===== config.mk =====
export PLATFORM = sky130hd
export DESIGN_NAME = apb_master
export DESIGN_NICKNAME = d
export VERILOG_FILES = /design/src/rtl/apb_master.sv
export SDC_FILE = /design/constraint.sdc
export NUM_CORES = 1
export LEC_CHECK = 0
export CORE_UTILIZATION = 44
export DETAILED_ROUTE_END_ITERATION = 10
export GPL_TIMING_DRIVEN = 0
export PLACE_DENSITY = 0.86
export SYNTH_ARGS = -nofsm -noshare
export SYNTH_HDL_FRONTEND = slang
export SYNTH_SLANG_ARGS = --single-unit

===== constraint.sdc =====
create_clock -name PCLK -period 4.25 [get_ports PCLK]
set_input_delay 0.85 -clock PCLK [delete_from_list [all_inputs] [get_ports PCLK]]
set_output_delay 0.85 -clock PCLK [all_outputs]
set_load 0.01 [all_outputs]

===== src/rtl/apb_master.sv =====
// ---------------------------------------------------------------------------
// apb_master
// APB initiator that bridges the CPU data-memory port to the APB responder
// fabric. A one-cycle CPU request is latched and run through the
// IDLE -> SETUP -> ACCESS sequence. The address decodes to one PSEL lane, and
// read data and completion go back to the CPU as registered one-cycle pulses.
//
// Optional feature macro: APB_TIMEOUT_EN
//   defined   : the ACCESS wait is bounded by TIMEOUT_CYCLES. On expiry the
//               transfer ends with ready=1, err=1 and rdata=0.
//   undefined : ACCESS waits until the selected responder raises PREADY.
//
// Ports
//   PCLK     in   system/APB clock, rising edge
//   PRESET   in   asynchronous reset, active-low
//   req      in   CPU request strobe (sampled only while idle)
//   we       in   1=write, 0=read
//   addr     in   byte address
//   wdata    in   write data
//   rdata    out  read data, valid while ready=1
//   ready    out  one-cycle completion pulse
//   err      out  one-cycle error pulse, coincident with ready
//   PADDR    out  latched address
//   PWRITE   out  latched direction
//   PWDATA   out  latched write data
//   PENABLE  out  high during ACCESS
//   PSEL     out  one-hot responder select, index = addr[15:12]
//   PRDATA   in   responder i read data at [32*i +: 32]
//   PREADY   in   responder i ready
// ---------------------------------------------------------------------------
module apb_master #(
    parameter int          NUM_SLAVES     = 4,
    parameter logic [31:0] BASE_ADDR      = 32'h1000_0000,
    parameter int          TIMEOUT_CYCLES = 16
) (
    input  logic                         PCLK,
    input  logic                         PRESET,
    input  logic                         req,
    input  logic                         we,
    input  logic [31:0]                  addr,
    input  logic [31:0]                  wdata,
    output logic [31:0]                  rdata,
    output logic                         ready,
    output logic                         err,
    output logic [31:0]                  PADDR,
    output logic                         PWRITE,
    output logic [31:0]                  PWDATA,
    output logic                         PENABLE,
    output logic [NUM_SLAVES-1:0]        PSEL,
    input  logic [32*NUM_SLAVES-1:0]     PRDATA,
    input  logic [NUM_SLAVES-1:0]        PREADY
);

    localparam logic [1:0] ST_IDLE   = 2'd0;
    localparam logic [1:0] ST_SETUP  = 2'd1;
    localparam logic [1:0] ST_ACCESS = 2'd2;

    logic [1:0]            state;
    logic [3:0]            req_idx;
    logic [NUM_SLAVES-1:0] dec_sel;
    logic                  addr_hit;
    logic [31:0]           sel_rdata;
    logic                  sel_ready;

`ifdef APB_TIMEOUT_EN
    localparam logic [4:0] WAIT_LAST = 5'(TIMEOUT_CYCLES - 1);
    logic [4:0] wait_cnt;
`endif

    assign req_idx = addr[15:12];

    // One-hot decode of the lane index. An index beyond NUM_SLAVES leaves the
    // vector empty, so an empty vector also means "out of range".
    always_comb begin
        dec_sel = '0;
        for (int i = 0; i < NUM_SLAVES; i++) begin
            if (int'(req_idx) == i) begin
                dec_sel[i] = 1'b1;
            end
        end
    end

    assign addr_hit = (addr[31:16] == BASE_ADDR[31:16]) && (dec_sel != '0);

    // Lane mux driven by the registered PSEL. Because PSEL is one-hot, this
    // looks only at the selected responder and ignores the others.
    always_comb begin
        sel_rdata = '0;
        sel_ready = 1'b0;
        for (int i = 0; i < NUM_SLAVES; i++) begin
            if (PSEL[i]) begin
                sel_rdata = PRDATA[32*i +: 32];
                sel_ready = PREADY[i];
            end
        end
    end

    // Transfer sequencer. Every CPU-facing and bus-facing output is a flop.
    // ready/err default low each cycle so they come out as single pulses.
    always_ff @(posedge PCLK or negedge PRESET) begin
        if (!PRESET) begin
            state   <= ST_IDLE;
            PSEL    <= '0;
            PENABLE <= 1'b0;
            PWRITE  <= 1'b0;
            PADDR   <= '0;
            PWDATA  <= '0;
            rdata   <= '0;
            ready   <= 1'b0;
            err     <= 1'b0;
`ifdef APB_TIMEOUT_EN
            wait_cnt <= '0;
`endif
        end else begin
            ready <= 1'b0;
            err   <= 1'b0;
            case (state)
                ST_IDLE: begin
                    if (req) begin
                        PADDR  <= addr;
                        PWRITE <= we;
                        PWDATA <= wdata;
                        if (addr_hit) begin
                            PSEL  <= dec_sel;
                            state <= ST_SETUP;
                        end else begin
                            // A decode miss never touches the bus.
                            ready <= 1'b1;
                            err   <= 1'b1;
                            rdata <= '0;
                        end
                    end
                end
                ST_SETUP: begin
                    // PREADY is deliberately not sampled here.
                    PENABLE <= 1'b1;
                    state   <= ST_ACCESS;
`ifdef APB_TIMEOUT_EN
                    wait_cnt <= '0;
`endif
                end
                ST_ACCESS: begin
                    // A responder answer in the same cycle as the timeout wins.
                    if (sel_ready) begin
                        if (!PWRITE) begin
                            rdata <= sel_rdata;
                        end
                        ready   <= 1'b1;
                        PSEL    <= '0;
                        PENABLE <= 1'b0;
                        state   <= ST_IDLE;
                    end
`ifdef APB_TIMEOUT_EN
                    else if (wait_cnt == WAIT_LAST) begin
                        ready   <= 1'b1;
                        err     <= 1'b1;
                        rdata   <= '0;
                        PSEL    <= '0;
                        PENABLE <= 1'b0;
                        state   <= ST_IDLE;
                    end else begin
                        wait_cnt <= wait_cnt + 5'd1;
                    end
`else
                    // Without the timeout, a silent responder stalls here.
`endif
                end
                default: begin
                    state <= ST_IDLE;
                end
            endcase
        end
    end

endmodule


==> results.cfg, run 1 <==
[outcome]
outcome = finished clean

[synthesis]
yosysTopAreaCell = dfrtp_1
ys_types = 35
synthTopCellsByArea = dfrtp_1 45%, mux2_2 12%, o211ai_1 8.1%
synth_top_area_share_pct = 44.7
synth-seq-cells = 106
synth_nets = 788
synth_seq_area_share_pct = 44.7
synthFlopType = dfrtp_1
postSynthAreaPerCell_um2 = 10.1
synth_cells = 588
synth_edf_count = 0
yosys_warnings = 0
synthTopCellsByCount = 106 x dfrtp_1, 70 x nand2_1, 64 x mux2_2, 64 x o211ai_1, 38 x clkbuf_1
ys_async_sr_fraction_pct = 100
synth_area_um2 = 5940
synth_most_common_cell = dfrtp_1

[finish]
nets = 1103
area_growth_pct = 60.1
fin_cells = 1083
regArea_um2 = 2650
layout-drive-gt1-share_pct = 11.5
utilization_pct = 72.1
nFillCells = 987
multi_input_area_um2 = 2890
antenna_cells = 0

[critical_path]
critPathMaxFanout = 10
end_kind = flop
required_ns = 4.49
worstSetupPathType = input pin to flop
path_buf_inv = 2
slowest_delay_ns = 0.45
worst_setup_path_start_kind = input pin
worst-endpoint-arrival_ns = 2.92
crit_chain = clkdlybuf4s50_1 > nor4_1 > and3_1 > nand2_1 > clkbuf_1 > o2111ai_1
cp_slowest_cell = clkdlybuf4s50_1
crit_family = simple AND/OR/NAND/NOR gates

[global_routing]
grt_max_degree = 67
grt_use_total_pct = 32.2
gr-total-overflow = 0
grt_pass1_vias = 6294
antenna_found_initial = 2
grt_pass1_wl_um = 34600

[clock_network]
clock_latency_ns = 0.34
clockBufferDepth = 2
clock_tree.root_cell = clkbuf_16
htree_num_levels = 3
tritoncts = built
clk_pin_slew_worst_paths_ns = 0.07
cts_made_buffers = 9
postCtsSetupBuffers = 0
ctsHoldBuffers = 0
clock-sinks = 106
cts_resized = 0

[power]
p_per_area_nw_per_um2 = 274
max-vdd-ir-drop_v = 0.000206
seqPwrFrac_pct = 42.9
internal-power_w = 0.00192
power.clock.fraction_pct = 32.0
p_leak_nw = 3.64
comb_power_share_pct = 25.0
switching_share_pct = 26.3
power_switching_w = 0.000686

[routing]
wl_per_cell_um = 20.6
drt_iter0_drc = 400
viasPerCell = 5.62
postRouteAntennaNets = 0
routed-via-count = 6090
wirelength_um = 22300
first_pass_iters = 6
drc = 0

[floorplanning]
initial_utilization_pct = 45.0
ios = 304
die_width_um = 118
die_y_um = 118
coreArea_um2 = 13200
rows = 42
die_area_um2 = 14000

[timing]
rsz0062_at_grt = no
final-setup-viol-count = 0
skew_ns = 0.0102
setup_ws_ns = 1.56
slew_violations = 0
min_period_ns = 2.69
max_clock_freq_mhz = 372
hold_ws_ns = 0.498
fin_crit_sh_pct = 63.2
slew_headroom_pct = 48.4
tightest_slew_ns = 0.774
final_hold_viol_count = 0

[placed_design]
port_buffers = 303
place_ws_ns = 1.27
place_inst = 1068
gp_congestion = 0.911
dp_hpwl_um = 17200

[flow_run]
drv_cap = 0

[worst_hold_path]
hold_class = input pin to async pin
[power by group through the flow]
| stage | clock network [W] | logic (W) | registers [W] |
|---|---|---|---|
| floorplan | 0 | 0.000192 | 0.00117 |
| global placement | 0 | 0.000639 | 0.00113 |
| detailed placement | 0 | 0.000648 | 0.00114 |
| CTS | 0.000850 | 0.000653 | 0.00112 |
| global route | 0.000894 | 0.000696 | 0.00113 |
| finish | 0.000835 | 0.000653 | 0.00112 |
[final cells by class]
cell class / instances / area share (%)
inverter: 36 / 1.42
clock buffer: 10 / 2.41
tap: 176 / 2.32
multi-input combinational: 389 / 30.4
sequential: 106 / 27.9
clock inverter: 5 / 0.671
timing repair buffer: 304 / 32.2
buffer: 57 / 2.70
[cell usage in the layout, fill, tap and decap left out, drive strengths merged]
cell,synthesis,routed
a211o,1,1
inv,34,35
nor2,3,3
o211ai,64,64
nand3b,33,33
a21oi,33,33
nand2b,1,1
a31o,1,1
clkbuf,38,48
a21o,1,1
o21ai,2,2
and2,33,33
a211oi,1,1
o2111ai,32,32
and4b,1,1
and3,2,2
nand4,1,1
nor3,1,1
bufinv,0,1
mux2,67,67
clkinv,2,4
clkinvlp,0,1
dfrtp,106,106
a2111oi,1,1
nor3b,4,4
buf,19,21
clkdlybuf4s50,0,302
nor2b,1,1
a221oi,32,32
mux2i,1,1
nor4,3,3
nand2,70,70
[registers in the layout, indices dropped and copies added (netlist names)]
signal	count
PADDR	32
PWDATA	32
rdata	32
PSEL	4
state	2
PENABLE	1
PWRITE	1
err	1
ready	1
[routing by layer]
| metal | up-vias | GRT usage (%) | routed length, um |
|---|---|---|---|
| li1 | 2811 | - | - |
| met1 | 2948 | 36.6 | 8400 |
| met3 | 28 | 11.4 | 2330 |
| met2 | 301 | 56.6 | 11100 |
| met4 | 2 | 9.54 | 435 |
| met5 | - | 0 | 13 |
[through the flow]
step | cell area [um2] | total power, W | setup TNS [ns]
floorplan | 5940 | 0.00136 | 0
finish | 9510 | 0.00261 | 0
global route | 9510 | 0.00272 | 0
CTS | 9510 | 0.00262 | 0
global placement | 9190 | 0.00177 | -193.76
detailed placement | 9220 | 0.00178 | 0
[path summary, 6_finish.rpt]
kind / from / to / slack [ns] / cells past startpoint
setup / recovery: addr[23] / rdata[23]$_DFFE_PN0P_ / 1.56 / 6
min in group PCLK: PADDR[10]$_DFFE_PN0P_ / PADDR[10]$_DFFE_PN0P_ / 0.51 / 1
max in group asynchronous: PRESET / PWDATA[0]$_DFFE_PN0P_ / 2.99 / 2
setup reg to reg: state[0]$_DFFE_PN0P_ / PADDR[13]$_DFFE_PN0P_ / 2.14 / 5
hold / removal: PRESET / rdata[21]$_DFFE_PN0P_ / 0.50 / 1
hold reg to reg: PADDR[10]$_DFFE_PN0P_ / PADDR[10]$_DFFE_PN0P_ / 0.51 / 1
[cell families (layout without fill, tap and decap cells)]
| group | Yosys count | in the layout | share of synthesized area [%] |
|---|---|---|---|
| AOI/OAI and AO/OA | 168 | 168 | 21.6 |
| buffers and inverters | 93 | 412 | 6.60 |
| DFF | 106 | 106 | 44.7 |
| muxes | 68 | 68 | 13.1 |
| and+or+nand+nor | 153 | 153 | 14.0 |
(Power assumes the default switching activity.)
==> run 2, diff against run 1 <==
--- a/config.mk
+++ b/config.mk
@@ -5,10 +5,10 @@
 export SDC_FILE = /design/constraint.sdc
 export NUM_CORES = 1
 export LEC_CHECK = 0
-export CORE_UTILIZATION = 44
+export CORE_UTILIZATION = 37
 export DETAILED_ROUTE_END_ITERATION = 10
 export GPL_TIMING_DRIVEN = 0
-export PLACE_DENSITY = 0.86
+export PLACE_DENSITY = 0.76
 export SYNTH_ARGS = -nofsm -noshare
 export SYNTH_HDL_FRONTEND = slang
 export SYNTH_SLANG_ARGS = --single-unit
==> constraint.sdc (replaced) <==
create_clock -name PCLK -period 2.23 [get_ports PCLK]
set_input_delay 0.446 -clock PCLK [delete_from_list [all_inputs] [get_ports PCLK]]
set_output_delay 0.446 -clock PCLK [all_outputs]
set_load 0.01 [all_outputs]
==> run 2 against run 1 <==
Effect of this change: clock skew increased by 0.0020 ns; critical path depth is 1 lower; global-route usage fell by 6.7 points; final cell count is 3.3% higher; utilization is 10 points lower; sequential power grew 90%; total power rose by 93%; sequential share of layout area shrank 0.20 points; non-clock buffer count stayed put; critical path type is now flop to flop; largest power group unchanged; sequential cell count is the same; register-to-register slack lost 2.1 ns; wire length fell by 4.9%.
==> results.cfg, run 2 (synthesis gave the netlist of run 1 again) <==
[outcome]
outcome = finished clean

[routing]
first_pass_iters = 5
wirelength_um = 21200
wl_per_cell_um = 18.9
routed-via-count = 6027
drt_iter0_drc = 367
viasPerCell = 5.39
postRouteAntennaNets = 0
drc = 0

[finish]
area_growth_pct = 61.3
antenna_cells = 0
layout-drive-gt1-share_pct = 11.9
final_cell_mix = 302 x clkdlybuf4s50_1, 106 x dfrtp_1, 70 x nand2_1
nets = 1103
largestRegisters = PADDR x32, PWDATA x32, rdata x32
final_common_cell = clkdlybuf4s50_1

[timing]
min_period_ns = 2.15
slew_headroom_pct = 47.0
skew_ns = 0.0122
setup_ws_ns = 0.0798
slew_violations = 0
max_clock_freq_mhz = 465
tightest_slew_ns = 0.795
final_hold_viol_count = 0
final-setup-viol-count = 0
hold_ws_ns = 0.112
rsz0062_at_grt = no
fin_crit_sh_pct = 96.4

[clock_network]
postCtsSetupBuffers = 0
htree_num_levels = 3
clock_latency_ns = 0.36
cts_made_buffers = 9
tritoncts = built
clk_pin_slew_worst_paths_ns = 0.07
clock_tree.root_cell = clkbuf_16
clock-sinks = 106
clockBufferDepth = 2

[global_routing]
grt_pass1_wl_um = 32500
grt.busiest_layer = met2
grt_max_degree = 61
grt_use_total_pct = 25.5
use_met2_pct = 43.4
grtUsageMet3_pct = 6.61
gr-total-overflow = 0
grt_use_met1_pct = 31.6
grt_pass1_vias = 6102
antenna_found_initial = 0

[floorplanning]
coreArea_um2 = 15400
ios = 304
die_area_um2 = 16600
die_y_um = 129
rows = 45
initial_utilization_pct = 38.5
die_width_um = 129

[power]
seqPwrFrac_pct = 42.4
comb_power_share_pct = 24.4
finalPower_w = 0.00502
p_per_area_nw_per_um2 = 524
internal-power_w = 0.00368
power_switching_w = 0.00134
switching_share_pct = 26.8
p_leak_nw = 3.66
max-vdd-ir-drop_v = 0.000378
power.clock.fraction_pct = 33.2

[critical_path]
worst_setup_path_start_kind = flop
end_kind = flop
worst-endpoint-arrival_ns = 2.38
critPathMaxFanout = 8
required_ns = 2.46
reg2reg_depth = 5
worstSetupPathType = flop to flop

[placed_design]
port_buffers = 303
dp_hpwl_um = 16100
place_ws_ns = -0.334
gp_congestion = 0.817

[flow_run]
drv_cap = 0

[worst_hold_path]
hold_class = input pin to async pin
[run 2: cell types whose count changed in the layout (fill, tap and decap cells not counted), sizes merged]
cell      delta
clkinvlp     -1
clkinv       +1
buf          -1
inv          +2
[run 2: path summary, 6_finish.rpt]
path / startpoint / slack, ns / end
max: PSEL[0]$_DFFE_PN0P_ / 0.08 / PSEL[2]$_DFFE_PN0P_
min reg2reg: PADDR[31]$_DFFE_PN0P_ / 0.50 / PADDR[31]$_DFFE_PN0P_
max in group asynchronous: PRESET / 1.38 / PWDATA[4]$_DFFE_PN0P_
min in group PCLK: PADDR[31]$_DFFE_PN0P_ / 0.50 / PADDR[31]$_DFFE_PN0P_
max reg2reg: PSEL[0]$_DFFE_PN0P_ / 0.08 / PSEL[2]$_DFFE_PN0P_
min: PRESET / 0.11 / PADDR[10]$_DFFE_PN0P_
[run 2: worst max-delay path: stages, from the launching register on]
cell and delay, ns:
dfrtp_1 0.38, buf_2 0.25, nand3b_2 0.15, a2111oi_4 0.74, a31o_4 0.23, mux2_4 0.30
[run 2: repair_timing]
item	4_1_cts	5_1_grt
gates resized for setup	0	4
hold buffers	0	0
endpoints found under the setup margin	0	9
endpoints found under the hold margin	0	0
[run 2: per-stage QoR]
step / std cells / setup TNS [ns] / area (um2) / utilization (%)
2_1_floorplan: 588 / 0 / 5940 / -
3_3_place_gp: 1102 / -393.47 / 9230 / 59.9
3_5_place_dp: 1103 / -14.53 / 9260 / 60.0
4_1_cts: 1119 / 0 / 9570 / 62.0
5_1_grt: 1119 / 0 / 9580 / 62.1
6_report: 1119 / 0 / 9580 / 62.1
[run 2: power groups by stage]
stage | clock, W | combinational, W | sequential [W]
3_5_place_dp | 0 | 0.00123 | 0.00216
2_1_floorplan | 0 | 0.000365 | 0.00222
5_1_grt | 0.00179 | 0.00131 | 0.00214
3_3_place_gp | 0 | 0.00121 | 0.00216
6_report | 0.00167 | 0.00123 | 0.00213
4_1_cts | 0.00171 | 0.00123 | 0.00213
[run 2: layer usage]
layer	wire, um	vias up
met2	10400	252
met3	1830	28
li1	-	2815
met4	342	0
met1	8660	2932
met5	0	-
[run 2: layout make-up]
cell class                 instances  area, um2
fill                            1356       5850
sequential                       106       2650
clock buffer                       9        225
tap                              211        264
timing repair buffer             304       3060
buffer                            57        259
clock inverter                     7       85.1
multi-input combinational        389       2900
inverter                          36        135
